`src/rtl/counter_ctrl.sv`:
```
// counter_ctrl: sequencer for an up/down counter. Runs a one-shot countdown,
// a periodic reload countdown, or a 0..P..0 sweep on a start/stop handshake.
// All counter controls are combinational from the state registers and the
// counter's q, so the counter acts on them at the same clk edge this block does.
module counter_ctrl #(
  parameter int n = 8
) (
  input  logic         clk,
  input  logic         clr,
  input  logic         start,
  input  logic         stop,
  input  logic [1:0]   mode,
  input  logic [n-1:0] period,
  input  logic [n-1:0] q_in,
  output logic [n-1:0] cnt_r,
  output logic         cnt_load,
  output logic         cnt_en,
  output logic         cnt_up_down,
  output logic         cnt_clr_n,
  output logic         busy,
  output logic         done,
  output logic         tick
);

  typedef enum logic [1:0] {IDLE, LOAD, RUN, DONE} state_t;

  state_t       state, state_nx;
  logic [1:0]   mode_r;
  logic [n-1:0] period_r;
  logic         dir, dir_nx;
  logic         q_zero, q_top, p_zero;

  assign q_zero    = (q_in == '0);
  assign q_top     = (q_in == period_r);
  assign p_zero    = (period_r == '0);
  // The counter's clear follows our own reset so both come out of reset together.
  assign cnt_clr_n = ~clr;

  // State, captured run parameters and sweep direction.
  always_ff @(posedge clk) begin
    if (clr) begin
      state    <= IDLE;
      mode_r   <= 2'b00;
      period_r <= '0;
      dir      <= 1'b1;
    end else begin
      state <= state_nx;
      dir   <= dir_nx;
      if (state == IDLE && start) begin
        mode_r   <= mode;
        period_r <= period;
      end
    end
  end

  // Next state and counter controls; mode 11 falls through to one-shot.
  always_comb begin
    state_nx    = state;
    dir_nx      = dir;
    cnt_r       = '0;
    cnt_load    = 1'b0;
    cnt_en      = 1'b0;
    cnt_up_down = 1'b0;
    busy        = 1'b0;
    done        = 1'b0;
    tick        = 1'b0;
    case (state)
      IDLE: begin
        if (start) begin
          state_nx = LOAD;
          dir_nx   = 1'b1;
        end
      end
      LOAD: begin
        busy     = 1'b1;
        cnt_load = 1'b1;
        // The sweep starts from the bottom; the countdown modes start from P.
        cnt_r    = (mode_r == 2'b10) ? '0 : period_r;
        state_nx = RUN;
      end
      RUN: begin
        busy = 1'b1;
        if (stop) begin
          state_nx = DONE;
        end else begin
          case (mode_r)
            2'b01: begin
              if (!q_zero) begin
                cnt_en = 1'b1;
              end else begin
                cnt_load = 1'b1;
                cnt_r    = period_r;
                tick     = 1'b1;
              end
            end
            2'b10: begin
              cnt_en      = 1'b1;
              cnt_up_down = dir;
              // At a turnaround step the other way on the same edge; with P=0
              // there is nowhere to step, so the counter holds.
              if (dir && q_top) begin
                tick        = 1'b1;
                dir_nx      = 1'b0;
                cnt_up_down = 1'b0;
                cnt_en      = ~p_zero;
              end else if (!dir && q_zero) begin
                tick        = 1'b1;
                dir_nx      = 1'b1;
                cnt_up_down = 1'b1;
                cnt_en      = ~p_zero;
              end
            end
            default: begin
              if (!q_zero) cnt_en = 1'b1;
              else         state_nx = DONE;
            end
          endcase
        end
      end
      DONE: begin
        done     = 1'b1;
        state_nx = IDLE;
      end
      default: state_nx = IDLE;
    endcase
  end

endmodule

```
`config.mk`:
```
export PLATFORM = sky130hd
export DESIGN_NAME = counter_ctrl
export DESIGN_NICKNAME = d
export VERILOG_FILES = /design/src/rtl/counter_ctrl.sv
export SDC_FILE = /design/constraint.sdc
export NUM_CORES = 1
export LEC_CHECK = 0
export BUFFER_PORTS_ARGS = -buffer_cell sky130_fd_sc_hd__clkbuf_2
export CORE_ASPECT_RATIO = 0.7
export CORE_MARGIN = 4
export CORE_UTILIZATION = 40
export DETAILED_ROUTE_END_ITERATION = 6
export PLACE_DENSITY_LB_ADDON = 0.15
export REMOVE_ABC_BUFFERS = 1
export SLEW_MARGIN = 5
export SYNTH_ARGS = -nofsm -noshare
export SYNTH_HDL_FRONTEND = slang
export SYNTH_SLANG_ARGS = --single-unit
```
`constraint.sdc`:
```
create_clock -name clk -period 1.7 [get_ports clk]
set_input_delay 0.34 -clock clk [delete_from_list [all_inputs] [get_ports clk]]
set_output_delay 0.34 -clock clk [all_outputs]
set_load 0.005 [all_outputs]
```
Yosys cells after proc, flatten, opt, wreduce, memory -nomap -nowiden
Index checks and enable logic that the tools add are counted.
{"block": "word_totals", "ramBits": 0, "regBits": 13, "input_bits": 22, "n_memories": 0, "latch_bits": 0, "out_inout_bits": 15, "rom_bits": 0, "elab_cells": 65}
{"block": "op_classes", "bitwise_logic": 2, "mux": 36, "shift": 0, "div_mod_pow": 0, "order_cmp": 0, "reduce_logical": 12, "n_addsub": 0, "eq_ne": 11, "mul": 0}
{"cell": "$mux 8", "count": 4}
{"cell": "$mux 1", "count": 23}
{"cell": "$logic_not 8->1", "count": 2}
{"cell": "$pmux 8 s2", "count": 1}
{"cell": "$eq 8x8->1", "count": 1}
{"cell": "$mux 2", "count": 4}
{"cell": "$pmux 2 s4", "count": 1}
{"cell": "$eq 2x2->1 const B", "count": 3}
{"cell": "$ne 2x2->1 const B", "count": 3}
{"cell": "$ne 3x3->1 const B", "count": 2}
{"cell": "$pmux 1 s2", "count": 3}
{"cell": "$eq 2x1->1 const B", "count": 2}
{"cell": "$reduce_and 4->1", "count": 1}
{"cell": "$reduce_or 2->1", "count": 2}
{"cell": "$logic_and 1x1->1", "count": 3}
{"cell": "$reduce_and 3->1", "count": 1}
{"cell": "$logic_not 2->1", "count": 1}
{"cell": "$not 1->1", "count": 2}
{"cell": "$reduce_bool 2->1", "count": 1}
{"cell": "$logic_not 1->1", "count": 1}

Longest topological paths before layout
{"block": "logic_depth", "depth_word": 7, "mapped_depth": 6, "depth_no_buf": 6}

Worst setup path before layout
No wires, ideal clock.
{"block": "synth_path", "path_kind": "flip-flop to output port", "startpoint": "reg period_r[4]", "endpoint": "out cnt_en", "n_path_buf": 0, "stages_incl_launch_ff": 5, "slack_ps": 79, "t_required_ps": 1360, "arrival_time_ps": 1281, "cell_sequence": "dfxtp_1 > or4_4 > o31a_1 > o21ai_2 > a31oi_1"}
{"block": "synth_between", "elab_chain_len": 7, "elab_cells_between_ends": 9, "cone_classes": "1 x eq/ne; 5 x mux; 1 x bitwise; 2 x reduce/logical"}
{"element": "from (decl)", "line_no": "29", "source": "logic [n-1:0] period_r;"}
{"element": "from (signal assigned)", "line_no": "51", "source": "period_r <= period;"}
{"element": "$logic_not 8->1", "line_no": "35", "source": "assign p_zero = (period_r == '0);"}
{"element": "$not 1->1", "line_no": "105, 110"}
{"element": "$mux 1", "line_no": "106", "source": "end else if (!dir && q_zero) begin"}
{"element": "$mux 1 (*)", "line_no": "101", "source": "if (dir && q_top) begin"}
{"element": "$mux 1 (*)"}
{"element": "$mux 1 (*)", "line_no": "83", "source": "if (stop) begin"}
{"element": "$mux 1 (*)", "line_no": "67", "source": "case (state)"}
{"element": "to (decl)", "line_no": "17", "source": "output logic cnt_en,"}
Mark *: on every way between the ends. The rest lies on a longest branch, timed or not.

Worst setup path in the final report
{"block": "layout_path", "startpoint": "reg period_r[1]", "endpoint": "out cnt_en"}
The elaborated chain is that of the path after synthesis.

==> metrics <==
WL/cell 13.69 um; root buffer cell clkbuf_4; DRC viols 0; Seq cells post-synth 13; largest net degree at the start of global routing 13; RSZ-0062 raised after global routing yes; WP buf/inv 1; HP Start period[4]; CP endpoint kind output port; critical-path maximum fanout 2; YS warnings 0; vias per std cell 4.991; leakage power 0.7114 nW; Post-Syn Area 898.4 um^2; failing checks negative setup slack; Initial DRC Count 50; Port Buffers 36; CTS Buf Count 3; post-route clock period utilization 1.198; via count 1058; CORE AREA 2137 um^2; Placed Cells 205; fin cells 212; final worst setup slack -0.3368 ns; chip width 64.65 um; Synth Area in Adders 0.08357; row count 14; Placed Area 1303 um^2; worst skew pair latency 0.28 ns; FF-to-FF End dir$_SDFFE_PP1P_; Fin. Hold Viols 0; clock-pin slew on the worst setup and hold paths 0.08 ns; layout cells sized above 1 0.5778; largest family of logic cells by synthesized area simple AND/OR/NAND/NOR gates; Least-Margin Pin Slew 0.3846 ns; Power Density 1080 nW/um^2; hold buffer count at CTS 0; first-pass GRT wire length 4084 um; xor-xnor portion of the synthesized cell area 0.07799; CP delay by family, top simple AND/OR/NAND/NOR gates; hold crit path type input pin to flip-flop; die height 47.65 um; CP Launch Type flip-flop; Starting Density 0.4204; R2R depth 7; gpl congestion 0.7983; post-route ant nets 0; critical-path cell list or4_4 -> o31a_1 -> o21ai_2 -> a31oi_1 -> clkbuf_2; status finished, violations left; TritonCTS clock tree done; final non-filler cell area 1519 um^2; initial antenna violation count 0; multiplexer share of the synthesized area 0.01114; number of fill cells 185; Final Hold Slack 0.2714 ns; Clock Sinks 13; most frequent cells in the layout clkbuf_2, buf_4, nand2_1; count of pins over their slew limit 0; Max-Cap Viols 0; final wirelength 2902 um; commonest non-fill, non-tap cell in the layout clkbuf_2; Mean Syn Cell Area 7.880 um^2; min Tclk post-route 2.037 ns; Synth area leaders dfxtp_1, nand2_1, ha_1; CP Class flip-flop to output port; gr ovfl total 0; peak supply drop 0.5969 mV; final setup vio count 12; worst rel slew slack 0.7436; slowest stage delay, CP 0.54 ns; H-tree depth 1; fin nets 209; IO Pins 37; post-synthesis compound-gate area fraction 0.1602; Crit-path slowest cell or4_4; post-synthesis sequential area ratio 0.2897; Crit path required time 1.36 ns; Synth Instances 114; share of the synthesized area in the top cell type 0.2897; f_max 0.4910 GHz; Simple-Gate Fraction of Synth Area 0.3398; flop2flop setup slack 0.09 ns; CTS Buffer Depth 2; Tot GR Track Use 0.1771; Setup Skew 0.01145 ns; R2R Path Start state[0]$_SDFFE_PP0P_; CP arrival 1.70 ns; Die ar. 3080 um^2; Hold Crit Endpoint period_r[4]$_SDFFE_PP0P_; vias in the first global route 915; hold depth 3; Setup TNS Final -3.019 ns; Pre-antenna DRT Iters 4; DPL Wire Length 2157 um; Synth cell types 34; Synth area leader dfxtp_1; Area Overhead vs Synth 69.08%; ant diodes 0
how the worst max path moves through the flow:
stage                           to  slack [ns]                      from  cells after the start
after detailed placement  cnt_r[7]       -0.21                   q_in[4]                      7
after CTS                   cnt_en       -0.34  period_r[3]$_SDFFE_PP0P_                      5
after global placement    cnt_r[7]       -0.17                   q_in[4]                      7
after floorplan             cnt_en        0.08  period_r[4]$_SDFFE_PP0P_                      4
final                       cnt_en       -0.34  period_r[1]$_SDFFE_PP0P_                      5
after global routing          tick       -0.40    mode_r[0]$_SDFFE_PP0P_                      7
metrics by stage:
stage,utilization,total power [mW],worst slack (ns)
finish,0.7108,1.641,-0.3368
global placement,0.6095,1.211,-0.1702
CTS,0.6587,1.550,-0.3412
global route,0.7108,1.746,-0.4013
floorplan,-,0.8341,0.07945
detailed placement,0.6095,1.237,-0.2080
per-layer routing:
metal  wire length [um]  part of all wire  GRT usage  vias up
met4                 26            0.0090    0.03782        0
met5                  0                 0          0        -
met3                247             0.085    0.06808        4
li1                   -                 -          -      516
met1               1256              0.43     0.2280      489
met2               1371              0.47     0.2889       49
cell families after synthesis:
family,count (synthesis)
buffers and inverters,9
adder cells (fa/ha/maj),6
multiplexers,1
AO/OA/AOI/OAI,22
flip-flops,13
XOR/XNOR,8
AND/OR/NAND/NOR,55
final cells by class:
type	instances	area, um^2	area share
multi-input combinational	92	716.9	0.4720
tap	32	40.04	0.02636
inverter	6	22.52	0.01483
sequential	13	270.3	0.1779
timing repair buffer	65	442.9	0.2916
clock buffer	4	26.28	0.01730
report_power, final:
part           switching (mW)  total [mW]  internal (mW)
logic                   0.482        1.01          0.529
registers              0.0567       0.437          0.381
clock network           0.101       0.192         0.0910
synth_stat cells (all sizes together):
cell type / instances
a2111oi: 1
nor3: 1
nor2: 3
xnor2: 1
dfxtp: 13
a21boi: 3
or4: 2
nand2b: 3
nand3: 1
nand2: 24
and3: 3
o221a: 1
a21oi: 11
nand4: 2
and2b: 1
nor4: 3
clkbuf: 3
ha: 6
a31oi: 2
nor2b: 1
o31a: 1
inv: 6
xor2: 7
o211ai: 1
o21ai: 2
mux2i: 1
and2: 11
registers in the layout (all words and copies together), names as in the netlist:
signal,flops
period_r,8
mode_r,2
state,2
dir,1
what timing repair did:
action	4_1_cts	5_1_grt
endpoints found under the hold margin	0	0
pin swaps	16	11
setup buffers	3	1
resized for setup	20	26
endpoints found under the setup margin	14	13
worst register-to-register path, delay by kind of cell (launching register included):
kind / cells / cell delay, ns
adders and majority gates: 1 / 0.15
and+or+nand+nor: 2 / 0.40
AOI/OAI and AO/OA: 2 / 0.41
DFF: 1 / 0.34
buffers and inverters: 2 / 0.20
No activity file was read; power rests on OpenSTA's default activity.
